[src/rtl/xm23_fetch_stage.sv]
// xm23_fetch_stage: XM23 instruction fetch stage.
// Holds the PC and fetches 16-bit words over a req/ack memory port. It hands
// registered inst/inst_valid/inst_pc to decode and honours the pipeline stall
// and branch redirects from later stages.
// Optional feature macro: XM23_FETCH_BKPT_EN adds an address breakpoint that
// halts fetch before the matching address is requested.
module xm23_fetch_stage #(
  parameter int                 ADDR_W   = 16,
  parameter logic [ADDR_W-1:0]  RESET_PC = {ADDR_W{1'b0}}
) (
  input  logic              clk_in,
  input  logic              reset,
  input  logic              stall,
  input  logic              redirect_valid,
  input  logic [ADDR_W-1:0] redirect_pc,
  output logic              imem_req,
  output logic [ADDR_W-1:0] imem_addr,
  input  logic              imem_ack,
  input  logic [15:0]       imem_rdata,
  output logic [15:0]       inst,
  output logic              inst_valid,
  output logic [ADDR_W-1:0] inst_pc
`ifdef XM23_FETCH_BKPT_EN
  ,
  input  logic              bkpt_en,
  input  logic [ADDR_W-1:0] bkpt_addr,
  output logic              bkpt_hit
`endif
);

`ifdef XM23_FETCH_BKPT_EN
  typedef enum logic [2:0] {
    S_IDLE  = 3'd0,
    S_REQ   = 3'd1,
    S_HOLD  = 3'd2,
    S_DRAIN = 3'd3,
    S_HALT  = 3'd4
  } state_t;
`else
  typedef enum logic [2:0] {
    S_IDLE  = 3'd0,
    S_REQ   = 3'd1,
    S_HOLD  = 3'd2,
    S_DRAIN = 3'd3
  } state_t;
`endif

  localparam logic [ADDR_W-1:0] PC_STEP  = ADDR_W'(2);
  localparam logic [ADDR_W-1:0] ALIGN_MK = ~(ADDR_W'(1));

  state_t            state;
  logic [ADDR_W-1:0] pc;
  logic [ADDR_W-1:0] drain_pc;     // address of the request being drained
  logic [15:0]       skid_data;
  logic [ADDR_W-1:0] skid_pc;
  logic              skid_full;
  logic [ADDR_W-1:0] redir_pc;
  logic              stop_here;    // breakpoint matches before any request at PC
  logic              fetching;     // REQ state with a live request on the port

  assign redir_pc = redirect_pc & ALIGN_MK;

`ifdef XM23_FETCH_BKPT_EN
  logic issued;                    // a request at the current PC is already out
  assign stop_here = (state == S_REQ) && !issued && bkpt_en && (pc == bkpt_addr);
`else
  assign stop_here = 1'b0;
`endif

  assign fetching  = (state == S_REQ) && !stop_here;
  assign imem_req  = fetching || (state == S_DRAIN);
  assign imem_addr = (state == S_DRAIN) ? drain_pc : pc;

  // Fetch FSM, PC, skid buffer and registered outputs to decode.
  always_ff @(posedge clk_in or posedge reset) begin
    if (reset) begin
      state      <= S_IDLE;
      pc         <= RESET_PC & ALIGN_MK;
      drain_pc   <= {ADDR_W{1'b0}};
      skid_data  <= 16'h0000;
      skid_pc    <= {ADDR_W{1'b0}};
      skid_full  <= 1'b0;
      inst       <= 16'h0000;
      inst_valid <= 1'b0;
      inst_pc    <= {ADDR_W{1'b0}};
`ifdef XM23_FETCH_BKPT_EN
      issued     <= 1'b0;
      bkpt_hit   <= 1'b0;
`endif
    end else if (redirect_valid) begin
      inst_valid <= 1'b0;
      skid_full  <= 1'b0;
      pc         <= redir_pc;
`ifdef XM23_FETCH_BKPT_EN
      issued     <= 1'b0;
      bkpt_hit   <= 1'b0;
`endif
      case (state)
        S_REQ: begin
          // An unanswered request must still be completed at its old address.
          if (fetching && !imem_ack) begin
            state    <= S_DRAIN;
            drain_pc <= pc;
          end else begin
            state <= S_REQ;
          end
        end
        S_DRAIN: state <= imem_ack ? S_REQ : S_DRAIN;
        default: state <= S_REQ;
      endcase
    end else begin
      case (state)
        S_IDLE: begin
          state <= S_REQ;
          if (!stall) inst_valid <= 1'b0;
        end
        S_REQ: begin
          if (stop_here) begin
`ifdef XM23_FETCH_BKPT_EN
            state    <= S_HALT;
            bkpt_hit <= 1'b1;
`endif
            if (!stall) inst_valid <= 1'b0;
          end else if (imem_ack) begin
            if (!stall) begin
              inst       <= imem_rdata;
              inst_valid <= 1'b1;
              inst_pc    <= pc;
            end else begin
              skid_data <= imem_rdata;
              skid_pc   <= pc;
              skid_full <= 1'b1;
              state     <= S_HOLD;
            end
            pc <= pc + PC_STEP;
`ifdef XM23_FETCH_BKPT_EN
            issued <= 1'b0;
`endif
          end else begin
`ifdef XM23_FETCH_BKPT_EN
            issued <= 1'b1;
`endif
            if (!stall) inst_valid <= 1'b0;
          end
        end
        S_HOLD: begin
          if (!stall) begin
            inst       <= skid_data;
            inst_pc    <= skid_pc;
            inst_valid <= skid_full;
            skid_full  <= 1'b0;
            state      <= S_REQ;
          end
        end
        S_DRAIN: begin
          if (!stall) inst_valid <= 1'b0;
          if (imem_ack) state <= S_REQ;
        end
`ifdef XM23_FETCH_BKPT_EN
        S_HALT: begin
          if (!stall) inst_valid <= 1'b0;
          if (!bkpt_en) begin
            state    <= S_REQ;
            bkpt_hit <= 1'b0;
          end
        end
`endif
        default: state <= S_IDLE;
      endcase
    end
  end

endmodule

[config.mk]
export PLATFORM = sky130hd
export DESIGN_NAME = xm23_fetch_stage
export DESIGN_NICKNAME = d
export VERILOG_FILES = /design/src/rtl/xm23_fetch_stage.sv
export SDC_FILE = /design/constraint.sdc
export NUM_CORES = 1
export LEC_CHECK = 0
export ABC_AREA = 1
export CAP_MARGIN = 20
export CORE_AREA = 2 2 105 107
export DETAILED_ROUTE_END_ITERATION = 6
export DIE_AREA = 0 0 107 109
export PLACE_DENSITY_LB_ADDON = 0.12
export SYNTH_ARGS = -nofsm -noshare
export SYNTH_HDL_FRONTEND = slang
export SYNTH_SLANG_ARGS = --single-unit
[constraint.sdc]
create_clock -name clk_in -period 2.8 [get_ports clk_in]
set_clock_uncertainty 0.05 [all_clocks]
set_input_delay 0.28 -clock clk_in [delete_from_list [all_inputs] [get_ports clk_in]]
set_output_delay 0.28 -clock clk_in [all_outputs]
set_load 0.05 [all_outputs]
==> impl_results.html <==
<table>
<tr><th>Metric</th><th>Value</th></tr>
<tr><th colspan="2">Outcome</th></tr>
<tr><td>Status</td><td>completed</td></tr>
<tr><th colspan="2">Die</th></tr>
<tr><td>Std-Cell Core Area</td><td>0.0106 mm²</td></tr>
<tr><td>Starting Density</td><td>46.6%</td></tr>
<tr><td>Die H</td><td>109 µm</td></tr>
<tr><td>Placement row count</td><td>38</td></tr>
<tr><td>Count of pins on the block boundary</td><td>87</td></tr>
<tr><td>Floorplan die area</td><td>0.0117 mm²</td></tr>
<tr><td>Floorplan die width</td><td>roughly 110 µm</td></tr>
<tr><th colspan="2">Global routing</th></tr>
<tr><td>Number of antenna violations at the first check in global routing</td><td>0</td></tr>
<tr><td>Via count of the first global-routing pass</td><td>3915</td></tr>
<tr><td>Overall track demand over capacity in global routing</td><td>19.5%</td></tr>
<tr><td>Maximum number of pins on one net before global-route repair</td><td>64</td></tr>
<tr><td>Overall overflow remaining after global route</td><td>0</td></tr>
<tr><td>First-pass GRT wire length</td><td>18.2 mm</td></tr>
<tr><th colspan="2">Synthesis</th></tr>
<tr><td>Syn. warnings</td><td>0</td></tr>
<tr><td>Post-synthesis instance total</td><td>about 630</td></tr>
<tr><td>Synth Area per Inst</td><td>roughly 7.9 µm²</td></tr>
<tr><td>Portion of the post-synthesis area used by sequential elements</td><td>between 40% and 50%</td></tr>
<tr><td>Post-synthesis cell type count</td><td>29</td></tr>
<tr><td>Yosys reg bits</td><td>96</td></tr>
<tr><td>Mapped Area</td><td>0.00494 mm²</td></tr>
<tr><th colspan="2">Critical path</th></tr>
<tr><td>Depth of the most critical reg-to-reg path</td><td>6</td></tr>
<tr><td>Startpoint Class</td><td>register</td></tr>
<tr><td>Cells along the critical path</td><td>ha_1, buf_4, nand2_1, o21ai_0, buf_4</td></tr>
<tr><td>Worst Path Arrival</td><td>roughly 2.1 ns</td></tr>
<tr><td>CP Max Fanout</td><td>21</td></tr>
<tr><td>Worst Path Buf+Inv</td><td>2</td></tr>
<tr><td>Cell type of the slowest stage on the worst timing path</td><td>ha_1</td></tr>
<tr><td>Top Family by Delay on Critical Path</td><td>adder cells</td></tr>
<tr><td>Endpoint class of the critical path</td><td>output port</td></tr>
<tr><td>Critical Path RT</td><td>2.47 ns</td></tr>
<tr><td>Critical path class</td><td>register to output port</td></tr>
<tr><td>FF-to-FF End</td><td>drain_pc[7]$_DFFE_PP0P_</td></tr>
<tr><td>Worst r2r src</td><td>state[1]$_DFFE_PP0P_</td></tr>
<tr><td>Cell with the most instances on the worst path</td><td>buf_4</td></tr>
<tr><td>R2r setup slk</td><td>0.85 ns</td></tr>
<tr><td>Critical path's largest stage delay</td><td>a little under 0.6 ns</td></tr>
<tr><th colspan="2">Timing</th></tr>
<tr><td>Setup repair after global routing missed its margin</td><td>no</td></tr>
<tr><td>Setup_tns</td><td>0 ns</td></tr>
<tr><td>Max-slew violation count</td><td>0</td></tr>
<tr><td>Transition at the pin with the smallest max-transition slack</td><td>between 0.7 and 0.8 ns</td></tr>
<tr><td>Clock period minus worst slack</td><td>2.40 ns</td></tr>
<tr><td>Number of hold violations in the final report</td><td>0</td></tr>
<tr><td>Max transition margin</td><td>47.2%</td></tr>
<tr><td>Final period util</td><td>roughly 86%</td></tr>
<tr><td>Maximum clock frequency</td><td>approximately 420 MHz</td></tr>
<tr><td>Number of failing setup endpoints in the final timing report</td><td>0</td></tr>
<tr><th colspan="2">Layout</th></tr>
<tr><td>Synth-to-layout area growth</td><td>21.1%</td></tr>
<tr><td>Share of cells above drive strength 1</td><td>between 10% and 20%</td></tr>
<tr><td># diodes</td><td>0</td></tr>
<tr><td>Number of nets in the layout</td><td>around 740</td></tr>
<tr><td>Filler cells</td><td>984</td></tr>
<tr><th colspan="2">Pwr</th></tr>
<tr><td>Sequential Power Share</td><td>32.8%</td></tr>
<tr><td>Sw Pwr</td><td>0.00369 W</td></tr>
<tr><td>Logic pwr share</td><td>~55%</td></tr>
<tr><td>Internal power</td><td>0.00382 W</td></tr>
<tr><td>Overall power of the completed layout</td><td>0.00751 W</td></tr>
<tr><td>Clk pwr share</td><td>12.5%</td></tr>
<tr><td>Reported leakage power</td><td>about 2.8 nW</td></tr>
<tr><td>Power density over the cells</td><td>1260 mW/mm²</td></tr>
<tr><td>Worst ir drop on vdd</td><td>0.552 mV</td></tr>
<tr><td>Switching part of the total</td><td>49.1%</td></tr>
<tr><th colspan="2">Place</th></tr>
<tr><td>Detailed Place HPWL</td><td>7.52 mm</td></tr>
<tr><td>Final estimated routing congestion in global placement</td><td>0.826</td></tr>
<tr><td>Port bufs</td><td>83</td></tr>
<tr><th colspan="2">Drt</th></tr>
<tr><td>Average detailed-routed wire length per instance</td><td>12.8 µm</td></tr>
<tr><td>DRC violation count after routing</td><td>0</td></tr>
<tr><td>Via count</td><td>4147</td></tr>
<tr><td>Via count normalized by instance count</td><td>4.95</td></tr>
<tr><td>Count of routing violations after the opening detailed-route iteration</td><td>279</td></tr>
<tr><td>First drt pass iteration count</td><td>5</td></tr>
<tr><td>Post-DRT Antenna Nets</td><td>0</td></tr>
<tr><td>Routed WL</td><td>10.7 mm</td></tr>
<tr><th colspan="2">Clock tree</th></tr>
<tr><td>TritonCTS Sinks</td><td>between 90 and 100</td></tr>
<tr><td>Number of setup buffers added after CTS</td><td>0</td></tr>
<tr><td>Hold bufs inserted after CTS</td><td>0</td></tr>
<tr><td>CTS Root Cell</td><td>clkbuf_8</td></tr>
<tr><td>Clock latency at the later pin of the worst-skew pair</td><td>0.36 ns</td></tr>
<tr><td>H-tree depth</td><td>3</td></tr>
<tr><td>CTS tree</td><td>yes</td></tr>
<tr><td>Clock-pin transition on the worst setup and hold timing paths</td><td>0.10 ns</td></tr>
<tr><td>Largest buffer count on any clock path</td><td>2</td></tr>
<tr><td>Clock buffers created by TritonCTS</td><td>9</td></tr>
<tr><td>Number of cells upsized or downsized after cts</td><td>0</td></tr>
<tr><th colspan="2">Hold path</th></tr>
<tr><td>Worst hold path class</td><td>primary input to async pin</td></tr>
<tr><th colspan="2">Job</th></tr>
<tr><td>Max-cap viol count</td><td>0</td></tr>
</table>
==> layout by cell type, fill, tap and decap left out, drive strengths merged, types with 7 or more instances in the layout <==
master	count
nand3	17
buf	25
dfrtp	96
a21oi	13
clkdlybuf4s50	67
inv	78
nor2	34
nand2	186
nand4	7
o21ai	141
clkbuf	11
==> cell usage after synthesis, drive strengths merged <==
library cell | instances | area share, %
or2 | 3 | 0.38
o21bai | 1 | 0.15
dfrtp | 96 | 49
nor2 | 34 | 2.8
buf | 20 | 3.4
nand3b | 1 | 0.40
clkbuf | 16 | 1.2
ha | 6 | 1.5
inv | 79 | 6.0
and3 | 1 | 0.13
conb | 1 | 0.076
a31oi | 1 | 0.13
nand2 | 186 | 14
nand3 | 17 | 1.9
a21oi | 13 | 1.3
nor3 | 1 | 0.10
a21boi | 1 | 0.15
nand4 | 7 | 0.89
o21ai | 141 | 16
a32oi | 1 | 0.18
==> logic make-up after synthesis <==
group                      after synthesis  share of synthesized area (%)
AOI/OAI and AO/OA                      158                           18.4
adders and majority gates                6                           1.52
and+or+nand+nor                        250                           20.7
buffers and inverters                  115                           10.7
other                                    1                         0.0759
DFF                                     96                           48.6
==> registers in the layout, indices dropped and copies added, names as in the netlist <==
register and cells:
drain_pc 15, inst 16, inst_pc 15, inst_valid 1, pc 15, skid_data 16, skid_full 1, skid_pc 15
state 2
==> worst max-delay path by stage <==
stage                              start                      end  slack, ns  cells past startpoint
detailed placement        redirect_valid  drain_pc[7]$_DFFE_PP0P_       0.60                      4
floorplan           state[0]$_DFFE_PP0P_            imem_addr[10]       0.52                      3
finish              state[1]$_DFFE_PP0P_             imem_addr[9]       0.40                      5
global placement          redirect_valid     state[0]$_DFFE_PP0P_       0.62                      6
CTS                 state[1]$_DFFE_PP0P_            imem_addr[12]       0.39                      5
global route        state[0]$_DFFE_PP0P_             imem_addr[5]       0.23                      5
==> layout make-up <==
cell class                      instances  area, µm²  share of cell area, %
Tap cell                              140        175                   2.93
Timing Repair Buffer                   92        883                   14.8
Clock buffer                           11        151                   2.53
Clock inverter                          4       53.8                  0.899
Sequential cell                        96       2400                   40.1
Multi-Input combinational cell        416       2020                   33.7
Inverter                               79        300                   5.02
==> power groups by stage <==
stage	Clock, W	Sequential, W	Combinational [W]
finish	0.000936	0.00246	0.00412
global route	0.00102	0.00256	0.00450
CTS	0.000964	0.00246	0.00416
detailed placement	0	0.00249	0.00414
global placement	0	0.00245	0.00407
floorplan	0	0.00316	0.00231
==> metal layers <==
layer	wire, µm	vias up	track usage, %
met3	596	16	2.99
met2	4920	107	32.0
met5	0	-	0
li1	-	2107	-
met1	5010	1917	26.3
met4	212	0	7.33
==> worst register-to-register path: cells and delay by family (launching register included) <==
kind / cells / cell delay [ns]
AO/OA/AOI/OAI: 1 / 0.38
adder cells (fa/ha/maj): 1 / 0.19
buffers and inverters: 2 / 0.17
flip-flops: 1 / 0.45
AND/OR/NAND/NOR: 2 / 0.61
==> through the flow <==
step | utilization [%] | setup WS [ns] | hold WS [ns] | std cells | area [µm²]
after CTS | 56.4 | 0.393 | 0.247 | 838 | 5980
after global routing | 56.4 | 0.228 | 0.276 | 838 | 5980
after floorplan | - | 0.518 | 0.388 | 627 | 4950
after global placement | 54.5 | 0.620 | 0.416 | 823 | 5780
after detailed placement | 54.5 | 0.596 | 0.423 | 823 | 5780
final | 56.4 | 0.404 | 0.242 | 838 | 5980
No activity file was read; power rests on OpenSTA's default activity.
==> patch, RTL diff (same flow settings) <==
Change the parameter `ADDR_W` from 16 to 17.
--- a/src/rtl/xm23_fetch_stage.sv
+++ b/src/rtl/xm23_fetch_stage.sv
@@ -5,7 +5,7 @@
 // Optional feature macro: XM23_FETCH_BKPT_EN adds an address breakpoint that
 // halts fetch before the matching address is requested.
 module xm23_fetch_stage #(
-  parameter int                 ADDR_W   = 16,
+  parameter int                 ADDR_W   = 17,
   parameter logic [ADDR_W-1:0]  RESET_PC = {ADDR_W{1'b0}}
 ) (
   input  logic              clk_in,
Interface: changed (resized imem_addr, inst_pc and redirect_pc); port bits go from 87 to 90. The function was not compared with the original's and may differ.
==> patch against the unedited design <==
- power is 4.1% lower
- global-route usage is 0.41 points higher
- critical path depth is 1 lower
- worst setup slack better by 0.16 ns
- count of clock-buffer cells in the layout is 1 lower
- cell count is 3.6% higher
- area after synthesis is 0.10% lower
- clock power is 6.4% higher
- sequential cell count is 4 higher
- routed wire length is 2.9% higher
- final area is 1.8% higher
==> patch: results <==
set metrics [dict create \
    drt_iter0_drc 263 \
    ir_drop_uv 566 \
    netlist_top_cells_count "nand2_1 (193), o21ai_0 (147), dfrtp_1 (100), inv_1 (88), nor2_1 (32)" \
    gp_congestion 0.797 \
    vias 4285 \
    max_stage_delay_ns 0.44 \
    layout-drive-gt1-share_pct 6.32 \
    avgSynthCellArea_sq_um 7.60 \
    wl_met2_mm 4.89 \
    slew_headroom_pct 57.3 \
    dp_cells 852 \
    startpoint "state[0]" \
    cts.reportedPaths.clkPinSlew_ns 0.09 \
    wl_met3_um 382 \
    grt_max_degree 68 \
    reg2reg_to "inst[4]" \
    crit_fanout 32 \
    rrSetupSlack_ns 0.82 \
    synthDistinctLibCells 25 \
    io_buffers 86 \
    routed_wl_mm 11.1 \
    grt_pass1_vias 3960 \
    synth.area.top_cells "dfrtp_1 (51%), o21ai_0 (15%), nand2_1 (15%)" \
    status "completed" \
    crit_slowest_cell "dfrtp_1" \
    reg2reg_depth 7 \
    wire_per_inst_um 12.7 \
    grt_util_all_layers_pct 19.9 \
    seq_area_frac_synth_pct 50.7 \
    hpwl_mm 7.73 \
    wl_met1_mm 5.58 \
    fin_nets 766 \
    fin_hold_ws_ns 0.284 \
    p_leak_uw 0.00287 \
    drtPass1Iterations 7 \
    grt_pass1_wl_mm 18.6 \
]
[patch: cell count changes after synthesis, sizes merged, moves of 2 or more]
cell	change
nor2	-2
buf	-4
or2	-2
inv	+9
o21a	+2
a22o	+2
o21ai	+11
clkbuf	+3
dfrtp	+4
nand4	-3
nand2	+7
[patch: final cells by class]
class                           instances  area [sq um]
Multi-Input combinational cell        428          1940
Clock inverter                          6          88.8
Inverter                               88           334
Timing Repair Buffer                   96           918
Sequential cell                       100          2500
Fill cell                            1029          4510
Clock buffer                           10           128
Tap cell                              140           175
[patch: per-layer routing]
metal / GRT usage, % / vias up
met3: 2.27 / 17
met2: 31.2 / 83
met4: 7.33 / 0
met5: 0 / -
li1: - / 2193
met1: 28.7 / 1992
[patch: how the worst max path moves through the flow]
| stage | endpoint | slack, ns | cells after the start |
|---|---|---|---|
| finish | imem_addr[11] | 0.56 | 4 |
| global route | imem_addr[11] | 0.46 | 4 |
| CTS | imem_addr[10] | 0.56 | 4 |
| detailed placement | inst[9] | 0.70 | 5 |
| global placement | inst[15] | 0.75 | 5 |
| floorplan | imem_addr[12] | 0.49 | 3 |
[patch: worst max-delay path, delay by kind of cell (launching register included)]
| family | cells | cell delay, ns |
|---|---|---|
| AOI/OAI and AO/OA | 1 | 0.32 |
| adders and majority gates | 1 | 0.28 |
| buffers and inverters | 2 | 0.50 |
| DFF | 1 | 0.44 |
[patch: metrics by stage]
step	worst slack [ns]	cell area, sq um	total power (uW)
global route	0.465	6090	7740
CTS	0.559	6090	7280
floorplan	0.495	4950	5120
finish	0.562	6090	7210
detailed placement	0.696	5870	6270
global placement	0.753	5870	6180
[patch: logic make-up (layout without fill, tap and decap cells)]
| logic type | count (synthesis) | in the layout | share of synthesized area [%] |
|---|---|---|---|
| AO/OA/AOI/OAI | 173 | 173 | 18.0 |
| adder cells (fa/ha/maj) | 5 | 5 | 1.27 |
| AND/OR/NAND/NOR | 248 | 248 | 19.9 |
| flip-flops | 100 | 100 | 50.7 |
| other | 1 | 2 | 0.0759 |
| buffers and inverters | 123 | 200 | 10.1 |
[patch: power by group]
| part | internal, uW | switching, uW |
|---|---|---|
| clock network | 504 | 493 |
| registers | 2100 | 386 |
| logic | 1160 | 2570 |
| total | 3760 | 3450 |
